[src/rtl/line_buffer_ctrl_pkg.sv]
// Shared definitions for the line buffer controller: FSM state encoding,
// default geometry, padded-dimension constants and a counter-width helper.
// No logic; pure declarations.
package line_buffer_ctrl_pkg;

    typedef enum logic [1:0] {
        IDLE  = 2'd0,
        RUN   = 2'd1,
        DRAIN = 2'd2
    } state_t;

    // Default geometry: 3x3 kernel over a 5x5 fmap with one pixel of padding
    localparam int DEF_KH    = 3;
    localparam int DEF_KW    = 3;
    localparam int DEF_H     = 5;
    localparam int DEF_W     = 5;
    localparam int DEF_PAD_H = 1;
    localparam int DEF_PAD_W = 1;

    localparam int DEF_PADDED_H = DEF_H + 2 * DEF_PAD_H;
    localparam int DEF_PADDED_W = DEF_W + 2 * DEF_PAD_W;

    // Bits needed to count 0..n-1 (never less than one bit)
    function automatic int cnt_w(input int n);
        return (n <= 1) ? 1 : $clog2(n);
    endfunction

endpackage

[src/rtl/padded_raster_cnt.sv]
// Row-major raster position counter over the padded frame; flags padding,
// window-complete and last position for the current (not yet shifted) slot.
// Latency: flags are combinational from the counters; counters step on adv.
// Backpressure: the counter holds whenever adv is low.
// Ports: clk, rst (async, active-high), adv (position consumed this cycle),
//        pad / win / last (properties of the current position).
// Optional: LINE_BUFFER_CTRL_STRIDE_EN adds stride_h/stride_w phase gating.
module padded_raster_cnt
    import line_buffer_ctrl_pkg::*;
#(
    parameter int Kh    = DEF_KH,
    parameter int Kw    = DEF_KW,
    parameter int h     = DEF_H,
    parameter int w     = DEF_W,
    parameter int pad_h = DEF_PAD_H,
    parameter int pad_w = DEF_PAD_W
`ifdef LINE_BUFFER_CTRL_STRIDE_EN
    ,
    parameter int stride_h = 1,
    parameter int stride_w = 1
`endif
) (
    input  logic clk,
    input  logic rst,
    input  logic adv,
    output logic pad,
    output logic win,
    output logic last
);

    localparam int PH = h + 2 * pad_h;
    localparam int PW = w + 2 * pad_w;
    localparam int RW = cnt_w(PH);
    localparam int CW = cnt_w(PW);

    localparam logic [RW-1:0] ROW_LAST = RW'(PH - 1);
    localparam logic [CW-1:0] COL_LAST = CW'(PW - 1);
    localparam logic [RW-1:0] ROW_TOP  = RW'(pad_h);
    localparam logic [RW-1:0] ROW_BOT  = RW'(h + pad_h);
    localparam logic [CW-1:0] COL_LFT  = CW'(pad_w);
    localparam logic [CW-1:0] COL_RGT  = CW'(w + pad_w);
    // First row/col at which a full kernel footprint has been shifted in
    localparam logic [RW-1:0] ROW_WIN  = RW'(Kh - 1);
    localparam logic [CW-1:0] COL_WIN  = CW'(Kw - 1);

    logic [RW-1:0] row;
    logic [CW-1:0] col;
    logic          phase_ok;

    always_ff @(posedge clk or posedge rst) begin
        if (rst) begin
            row <= '0;
            col <= '0;
        end else if (adv) begin
            if (col == COL_LAST) begin
                col <= '0;
                row <= (row == ROW_LAST) ? '0 : row + 1'b1;
            end else begin
                col <= col + 1'b1;
            end
        end
    end

    assign pad  = (row < ROW_TOP) || (row >= ROW_BOT) ||
                  (col < COL_LFT) || (col >= COL_RGT);
    assign last = (row == ROW_LAST) && (col == COL_LAST);

`ifdef LINE_BUFFER_CTRL_STRIDE_EN
    // Distance from the first window anchor; only valid when win gating passes
    logic [RW-1:0] row_ph;
    logic [CW-1:0] col_ph;
    assign row_ph   = row - ROW_WIN;
    assign col_ph   = col - COL_WIN;
    assign phase_ok = ((row_ph % RW'(stride_h)) == '0) &&
                      ((col_ph % CW'(stride_w)) == '0);
`else
    assign phase_ok = 1'b1;
`endif

    assign win = (row >= ROW_WIN) && (col >= COL_WIN) && phase_ok;

endmodule

[src/rtl/line_buffer_ctrl.sv]
// Line buffer sequencer: rasters the padded frame, injecting zero shifts at
// padding positions and pixel shifts at interior positions, and flags when
// the sliding window holds a complete kernel footprint.
// Latency: out_valid rises the cycle after the completing shift.
// Backpressure: a held window (out_valid & ~out_ready) freezes shifting and
// input consumption; in_valid low at interior positions simply waits.
// Ports: clk, rst (async, active-high), start, in_valid/in_ready (pixel in),
//        lb_valid/lb_zero (line buffer shift/zero), out_valid/out_ready
//        (window out), busy, done (one-cycle end-of-frame pulse).
// Optional: LINE_BUFFER_CTRL_STRIDE_EN adds stride_h/stride_w parameters.
module line_buffer_ctrl
    import line_buffer_ctrl_pkg::*;
#(
    parameter int Kh    = DEF_KH,
    parameter int Kw    = DEF_KW,
    parameter int h     = DEF_H,
    parameter int w     = DEF_W,
    parameter int pad_h = DEF_PAD_H,
    parameter int pad_w = DEF_PAD_W
`ifdef LINE_BUFFER_CTRL_STRIDE_EN
    ,
    parameter int stride_h = 1,
    parameter int stride_w = 1
`endif
) (
    input  logic clk,
    input  logic rst,
    input  logic start,
    input  logic in_valid,
    output logic in_ready,
    output logic lb_valid,
    output logic lb_zero,
    output logic out_valid,
    input  logic out_ready,
    output logic busy,
    output logic done
);

    state_t state;
    logic   pos_pad;
    logic   pos_win;
    logic   pos_last;
    logic   stall;
    logic   run;

    padded_raster_cnt #(
        .Kh       (Kh),
        .Kw       (Kw),
        .h        (h),
        .w        (w),
        .pad_h    (pad_h),
        .pad_w    (pad_w)
`ifdef LINE_BUFFER_CTRL_STRIDE_EN
        ,
        .stride_h (stride_h),
        .stride_w (stride_w)
`endif
    ) u_cnt (
        .clk  (clk),
        .rst  (rst),
        .adv  (lb_valid),
        .pad  (pos_pad),
        .win  (pos_win),
        .last (pos_last)
    );

    // A presented-but-unaccepted window must not be overwritten by a shift
    assign stall    = out_valid & ~out_ready;
    assign run      = (state == RUN);
    assign lb_zero  = run & pos_pad & ~stall;
    assign in_ready = run & ~pos_pad & ~stall;
    assign lb_valid = lb_zero | (in_ready & in_valid);
    assign busy     = (state != IDLE);
    assign done     = (state == DRAIN) & ~out_valid;

    always_ff @(posedge clk or posedge rst) begin
        if (rst) begin
            state     <= IDLE;
            out_valid <= 1'b0;
        end else begin
            // A new window completing takes priority over the acceptance clear
            if (lb_valid && pos_win) begin
                out_valid <= 1'b1;
            end else if (out_ready) begin
                out_valid <= 1'b0;
            end

            case (state)
                IDLE:    if (start) state <= RUN;
                RUN:     if (lb_valid && pos_last) state <= DRAIN;
                DRAIN:   if (!out_valid) state <= IDLE;
                default: state <= IDLE;
            endcase
        end
    end

endmodule

[config.mk]
export PLATFORM = sky130hd
export DESIGN_NAME = line_buffer_ctrl
export DESIGN_NICKNAME = d
export VERILOG_FILES = /design/src/rtl/line_buffer_ctrl_pkg.sv /design/src/rtl/padded_raster_cnt.sv /design/src/rtl/line_buffer_ctrl.sv
export SDC_FILE = /design/constraint.sdc
export NUM_CORES = 1
export LEC_CHECK = 0
export ABC_CLOCK_PERIOD_IN_PS = 2700
export CORE_AREA = 2 2 39 41
export DETAILED_ROUTE_END_ITERATION = 12
export DIE_AREA = 0 0 41 43
export HOLD_SLACK_MARGIN = 0.05
export PLACE_DENSITY = 0.66
export SYNTH_ARGS = -nofsm -noshare
export SYNTH_HDL_FRONTEND = slang
export SYNTH_SLANG_ARGS = --single-unit
[constraint.sdc]
create_clock -name clk -period 2.7 [get_ports clk]
set_input_delay 0.27 -clock clk [delete_from_list [all_inputs] [get_ports clk]]
set_output_delay 0.27 -clock clk [all_outputs]
set_load 0.1 [all_outputs]
# == After elaboration in Yosys (flattened, before gate mapping) ==
# Index checks and enable logic that the tools add are counted.
# word_totals
ff_bits,9
word_cells,51
# op_classes
add_sub_neg,2
magnitude_cmp,6
eq_ne,7
muxes,8
bitwise_logic,12
n_reduce_logical,12
# op_table
operator,count
$and A1 B1 Y1,7
$add A3 B1 Y3 const B,2
$eq A3 B3 Y1 const B,2
$ge A3 B2 Y1 const B,2
$ge A3 B3 Y1 const B,2
$lt A3 B1 Y1 const B,2
$mux W2,3
$mux W3,2
$pmux W2 S3,1
$logic_and A1 B1 Y1,4
$ne A2 B2 Y1 const B,2
$not A1 Y1,4
$reduce_bool A2 Y1,2
$logic_or A1 B1 Y1,3
$reduce_and A3 Y1,1
$eq A2 B1 Y1 const B,1
$eq A2 B2 Y1 const B,1
$logic_not A2 Y1,1
$mux W1,2
$ne A2 B1 Y1 const B,1
$reduce_and A2 Y1,1
$or A1 B1 Y1,1

# == Logic depth before layout (Yosys ltp) ==
# Gate-level depths: netlist (run 1).
# depth
depth_word,12
ltp_mapped,6

# == Cells and area by module ==
# Synthesis (run 1) repeated with hierarchy kept, for this count alone.
# hier_totals
cells_unflattened,60
area_unflattened_um2,530.5
# modules_own_cells
mod,instances,cells_per_inst,area_each_um2,seq_area_each_um2
padded_raster_cnt,1,39,321.6,150.1
line_buffer_ctrl,1,21,209.0,75.1

# == Worst setup path before layout (run 1) ==
# Ideal clock, no wire load.
# synth_timing
path_type,register to output
startpoint,register out_valid
endpoint,output port done
arrival_time_ns,3.094
required_time_ns,2.430
slack_ns,-0.664
path_stages_with_launch,2
cell_sequence,dfrtp_1 -> nor3b_1
# synth_via
elab_chain_cells,2
# synth_lines
element,line,text
"start, declared",line_buffer_ctrl.sv:33,"output logic out_valid,"
"start signal, assigned",line_buffer_ctrl.sv:79,out_valid <= 1'b0;
"start signal, assigned",line_buffer_ctrl.sv:83,out_valid <= 1'b1;
"start signal, assigned",line_buffer_ctrl.sv:85,out_valid <= 1'b0;
$not A1 Y1,line_buffer_ctrl.sv:74,assign done = (state == DRAIN) & ~out_valid;
$and A1 B1 Y1,line_buffer_ctrl.sv:74,
"end, declared",line_buffer_ctrl.sv:36,output logic done
# Every way passes these cells.

# == Worst setup path in the final report (run 1) ==
# layout_timing
startpoint,register u_cnt.row[1]
endpoint,output port lb_valid
# layout_via
elab_chain_cells,9
# layout_lines
element,line,text
"start, declared",padded_raster_cnt.sv:46,logic [RW-1:0] row;
"start signal, assigned",padded_raster_cnt.sv:57,row <= (row == ROW_LAST) ? '0 : row + 1'b1;
$lt A3 B1 Y1 / $ge A3 B3 Y1 (equally long branches),padded_raster_cnt.sv:64,assign pad = (row < ROW_TOP) || (row >= ROW_BOT) ||
$logic_or A1 B1 Y1 (*) (2 in series),padded_raster_cnt.sv:64,
$logic_or A1 B1 Y1 (*),padded_raster_cnt.sv:65,(col < COL_LFT) || (col >= COL_RGT);
$not A1 Y1,line_buffer_ctrl.sv:71,assign in_ready = run & ~pos_pad & ~stall;
$and A1 B1 Y1 (2 in series),line_buffer_ctrl.sv:71,
$and A1 B1 Y1,line_buffer_ctrl.sv:72,assign lb_valid = lb_zero | (in_ready & in_valid);
$or A1 B1 Y1 (*),line_buffer_ctrl.sv:72,
"end, declared",line_buffer_ctrl.sv:31,"output logic lb_valid,"
# Mark *: on every way between the ends. The rest lies on a longest branch, timed or not.

==> impl_metrics.csv, run 1 <==
group,metric,value,unit
yosys,synth_area,552,um^2
route,routed_via_density,5.60,
clocking,clock_path_buffers,2,
critical_path,startpoint_type,"flop",
critical_path,worstSetupPathType,"flop to primary output",
route,drtPass1Iterations,4,
sta,finalHoldViolCount,0,
yosys,synth_top_cell_by_area,"dfrtp_1",
global_route,grt_usage,16.4,%
global_route,grt_start_max_net_pins,10,
die,initial_core_util,39.9,%
clocking,cts_hold_buf,0,
yosys,yosysSeqAreaShare,40.8,%
yosys,ys_async_sr_fraction,100,%
clocking,cts_num_sinks,9,
sta,final.setup.tns,0,ns
critical_path,critPathTopFamily,"flip-flops",
yosys,avgSynthCellArea,9.35,um^2
sta,finalSetupViolations,0,
sta,fin_crit,2.05,ns
place,place_hpwl,840,um
critical_path,rr_endpoint,"u_cnt.row[2]$_DFFE_PP0P_",
yosys,netlist_top_cells_area,"dfrtp_1 (41%), nor2_1 (4.1%), o31ai_1 (4.1%)",
critical_path,cpMostUsedCell,"nor2_1",
yosys,yosysWarnings,0,
critical_path,slowest_stage,"dfrtp_1",
critical_path,r2r_setup_slack,1.19,ns
final_layout,final_nets,76,
critical_path,required,2.43,ns
run_status,status,"finished, final reports clean",
route,drt_iter0_drc,12,
place,place_congestion,0.809,
critical_path,cp_cell_sequence,"and2_1 > a2111o_1 > nor2_1 > nor2_1 > buf_4",
yosys,synth.distinct_cells,30,
route,ant_nets,0,
route,drc,0,
final_layout,layout_commonest_cell,"dfrtp_1",
final_layout,final_cell_mix,"dfrtp_1 (9), nor2_1 (6), buf_4 (6)",
sta,post-route-period-util,75.9,%
die,die_w,41,um
die,die_h,43,um
critical_path,slowest_delay,0.45,ns
sta,rsz0062_at_grt,"false",
critical_path,endpoint_kind,"primary output",
route,totalWireLength,1130,um
clocking,path_clk_slew,0.06,ns
global_route,grt_pass1_wl,1940,um
critical_path,reg2reg_from,"u_cnt.col[0]$_DFFE_PP0P_",
clocking,htreeDepth,1,
yosys,netlist_instances,59,
yosys,ys_seq_elements,9,
route,vias,482,
final_layout,drive_gt1_share,24.3,%
yosys,synth-edff-count,0,
worst_hold_path,hold_class,"input pin to asynchronous set/reset pin",
yosys,ys.flop_type,"dfrtp_1",
flow_run,drv_cap,0,
sta,setup_ws,0.650,ns
global_route,grt_overflow,0,
yosys,synth_top_cell_area_share,40.8,%
die,num_rows,14,
place,port_buffers,10,
final_layout,area_growth,20.9,%
die,die_area,1760,um^2
final_layout,diodes,0,
critical_path,crit_buf_inv,1,
critical_path,path_max_fanout,7,
final_layout,final_core_util,48.2,%
clocking,cts_resized,0,
die,io_pins,11,
die,core,1380,um^2
place,dp_slack,0.866,ns
sta,max_freq,488,MHz
global_route,grt_antenna_before_repair,0,
clocking,clock-root-buffer,"clkbuf_4",
clocking,worstSkewPairLatency,0.26,ns
clocking,cts_tree,"done",
sta,worst_pin_slew,0.427,ns
critical_path,crit_arrival,1.78,ns
sta,fin_worst_skew,0.00389,ns
sta,relSlewSlack,71.3,%
sta,slew_viol_final,0,
yosys,syn-num-nets,64,
global_route,grt_pass1_vias,468,
clocking,cts_buffers,3,
critical_path,worst-r2r-cell-count,4,
route,wl_per_cell,13.2,um
clocking,cts_setup_buffers,0,
-- Yosys cell counts, types with 2 or more instances --
cell type  instances
a211oi_1           2
a21o_1             2
dfrtp_1            9
inv_1              2
nand2_1            2
nand2b_1           2
nand3_1            3
nor2_1             6
nor2b_1            2
nor3_1             3
o21ai_0            4
o31ai_1            3
or2_2              2
-- routing by layer --
metal  GRT usage, %  share of wire, %  vias to the layer above
li1               -                 -                      234
met1           21.9                46                      227
met2           23.4                47                       19
met3           3.14               6.1                        2
met4           10.0               1.3                        0
met5              0                 0                        -
-- stage by stage --
| step | hold WS (ns) | instance area [um^2] | cells |
|---|---|---|---|
| after floorplan | 0.0979 | 559 | 59 |
| after global placement | 0.535 | 641 | 82 |
| after CTS | 0.290 | 667 | 86 |
| final | 0.269 | 667 | 86 |
| after detailed placement | 0.547 | 641 | 82 |
| after global routing | 0.322 | 667 | 86 |
-- sequential cells by signal (all words and copies together), names as in the netlist --
name	flops
u_cnt.row	3
u_cnt.col	3
state	2
out_valid	1
-- worst max path at each step --
stage / cells after the start / slack (ns) / start / to
after floorplan: 3 / -0.13 / out_valid$_DFFE_PP0P_ / in_ready
after global placement: 5 / 0.89 / out_ready / lb_valid
after detailed placement: 5 / 0.87 / out_ready / lb_valid
after CTS: 5 / 0.64 / u_cnt.row[1]$_DFFE_PP0P_ / lb_valid
after global routing: 5 / 0.52 / u_cnt.row[2]$_DFFE_PP0P_ / lb_valid
final: 5 / 0.65 / u_cnt.row[1]$_DFFE_PP0P_ / lb_valid
-- cell families after synthesis --
logic type,synth area share (%)
flops,40.8
simple gates,28.1
mux,4.76
compound gates,20.6
buf+inv,5.67
-- worst register-to-register path: stages, from the launching register on --
cell and delay, ns:
dfrtp_1 0.44, nand3b_1 0.22, and3b_1 0.36, nand2_2 0.08, mux2_4 0.29
-- layout make-up --
cell class                      instances  area, um^2
Multi-Input combinational cell         45         303
Clock buffer                            4        26.3
Sequential cell                         9         225
Fill cell                             151         717
Inverter                                2        7.51
Timing Repair Buffer                   10        85.1
Tap cell                               16        20.0
Power of run 1 is not shown: default switching activity piles up to over one toggle a cycle in this logic, so the estimate is an artifact.
==> run 2, diff against run 1 <==
--- a/config.mk
+++ b/config.mk
@@ -5,12 +5,12 @@
 export SDC_FILE = /design/constraint.sdc
 export NUM_CORES = 1
 export LEC_CHECK = 0
-export ABC_CLOCK_PERIOD_IN_PS = 2700
+export ABC_CLOCK_PERIOD_IN_PS = 1800
 export CORE_AREA = 2 2 39 41
 export DETAILED_ROUTE_END_ITERATION = 12
 export DIE_AREA = 0 0 41 43
 export HOLD_SLACK_MARGIN = 0.05
-export PLACE_DENSITY = 0.66
+export PLACE_DENSITY = 0.69
 export SYNTH_ARGS = -nofsm -noshare
 export SYNTH_HDL_FRONTEND = slang
 export SYNTH_SLANG_ARGS = --single-unit
==> constraint.sdc (replaced) <==
create_clock -name clk -period 1.8 [get_ports clk]
set_input_delay 0.18 -clock clk [delete_from_list [all_inputs] [get_ports clk]]
set_output_delay 0.18 -clock clk [all_outputs]
set_load 0.1 [all_outputs]
==> run 2 against run 1 <==
Against the previous run:
- the flow now finishes with violations (negative setup slack)
- cell count increased by 19%
- via count up 16%
- final area rose by 34%
- clock skew grew 0.0019 ns
- setup slack worse by 0.67 ns
- wire length up 20%
- die area is the same
- register-to-register slack got worse by 0.90 ns
- first-iteration DRC count is 42% higher
- sequential share of layout area shrank 7.8 points
- hold slack lost 0.085 ns
- critical path depth is the same
==> impl_metrics.csv, run 2 (synthesized netlist as in run 1, its figures left out) <==
group,metric,value,unit
final_layout,drive_gt1_share,48.8,%
clocking,cts_buffers,3,
sta,finalSetupViolations,2,
final_layout,final_core_util,64.4,%
die,die_area,1760,um^2
global_route,grt_pass1_vias,523,
global_route,grt_pass1_wl,2240,um
die,die_w,41,um
route,totalWireLength,1360,um
critical_path,crit_arrival,1.64,ns
route,routed_via_density,5.47,
run_status,violations,"negative setup slack",
sta,fin_crit,1.82,ns
run_status,status,"finished with violations",
sta,post-route-period-util,101,%
sta,setup_ws,-0.0223,ns
critical_path,slowest_delay,0.44,ns
final_layout,final_cell_mix,"buf_4 (17), dfrtp_1 (6), o21ai_0 (4), clkdlybuf4s50_1 (4), buf_12 (4)",
clocking,cts_tree,"done",
route,ant_nets,0,
clocking,path_clk_slew,0.06,ns
route,drtPass1Iterations,4,
final_layout,num-fill-cells,116,
critical_path,worstSetupPathType,"flop to primary output",
worst_hold_path,hold_class,"input pin to asynchronous set/reset pin",
global_route,grt_usage,18.7,%
critical_path,required,1.62,ns
global_route,grt_start_max_net_pins,10,
sta,rsz0062_at_grt,"true",
die,io_pins,11,
clocking,worstSkewPairLatency,0.26,ns
critical_path,worst-r2r-cell-count,6,
clocking,htreeDepth,1,
sta,relSlewSlack,74.7,%
route,drt_iter0_drc,17,
critical_path,cp_cell_sequence,"and2_4 > a2111o_1 > nor2_4 > nor2_4 > buf_12",
critical_path,endpoint_kind,"primary output",
sta,slew_viol_final,0,
clocking,clock-root-buffer,"clkbuf_4",
sta,worst_pin_slew,0.379,ns
critical_path,startpoint_type,"flop",
global_route,grt_overflow,0,
final_layout,area_growth,61.5,%
sta,max_freq,549,MHz
flow_run,drv_cap,0,
critical_path,path_max_fanout,3,
place,place_hpwl,825,um
die,core,1380,um^2
sta,finalHoldViolCount,0,
sta,fin_worst_skew,0.00582,ns
final_layout,final_nets,92,
clocking,clock_path_buffers,2,
die,num_rows,14,
clocking,cts_num_sinks,9,
critical_path,slowest_stage,"a2111o_1",
final_layout,layout_commonest_cell,"buf_4",
place,place_congestion,0.850,
final_layout,reg_top3,"u_cnt.col: 3 flops, u_cnt.row: 3 flops, state: 2 flops",
route,vias,558,
critical_path,cpMostUsedCell,"nor2_4",
route,wl_per_cell,13.3,um
route,drc,0,
final_layout,diodes,0,
place,port_buffers,10,
die,die_h,43,um
global_route,grt_antenna_before_repair,0,
die,initial_core_util,39.9,%
==> run 2: worst paths after layout <==
check	slack, ns	start	end
setup / recovery	-0.02	u_cnt.row[1]$_DFFE_PP0P_	lb_valid
hold / removal	0.18	rst	u_cnt.col[0]$_DFFE_PP0P_
setup reg to reg	0.29	u_cnt.row[2]$_DFFE_PP0P_	u_cnt.col[0]$_DFFE_PP0P_
hold reg to reg	0.54	state[1]$_DFFE_PP0P_	state[0]$_DFFE_PP0P_
max in group asynchronous	1.31	rst	out_valid$_DFFE_PP0P_
min in group clk	0.49	start	state[0]$_DFFE_PP0P_
==> run 2: timing repair <==
action / CTS / global route
gates resized for setup: 4 / 3
endpoints found under the hold margin: 0 / 0
hold buffers: 0 / 0
setup buffers: 9 / 3
pin swaps: 2 / 2
cloned: 0 / 0
endpoints found under the setup margin: 3 / 2
==> run 2: area by class of cell <==
class | instances | area [um^2] | area share [%]
Clock buffer | 4 | 26.3 | 2.95
Sequential cell | 9 | 231 | 26.0
Timing Repair Buffer | 26 | 259 | 29.1
Multi-Input combinational cell | 45 | 347 | 38.9
Inverter | 2 | 7.51 | 0.843
Tap cell | 16 | 20.0 | 2.25
==> run 2: critical path: cells and delay by family (launching register included) <==
| family | cells | cell delay (ns) |
|---|---|---|
| flops | 1 | 0.41 |
| simple gates | 3 | 0.37 |
| buf+inv | 1 | 0.16 |
| compound gates | 1 | 0.44 |
==> run 2: metal layers <==
metal / track usage [%] / part of all wire (%) / vias up
li1: - / - / 267
met1: 24.9 / 42 / 259
met2: 27.5 / 48 / 26
met3: 3.14 / 6.3 / 6
met4: 10.0 / 3.8 / 0
met5: 0 / 0 / -
==> run 2: per-stage QoR <==
stage | area (um^2) | hold slack [ns] | setup TNS [ns] | worst slack [ns] | std cells
floorplan | 592 | 0.00794 | 0 | 0.0742 | 59
global placement | 753 | 0.466 | 0 | 0.138 | 86
detailed placement | 753 | 0.478 | 0 | 0.112 | 86
CTS | 856 | 0.200 | -0.00822 | -0.00822 | 99
global route | 891 | 0.226 | -0.189 | -0.0918 | 102
finish | 891 | 0.184 | -0.0237 | -0.0223 | 102
Power of run 2 is left out for the same reason.
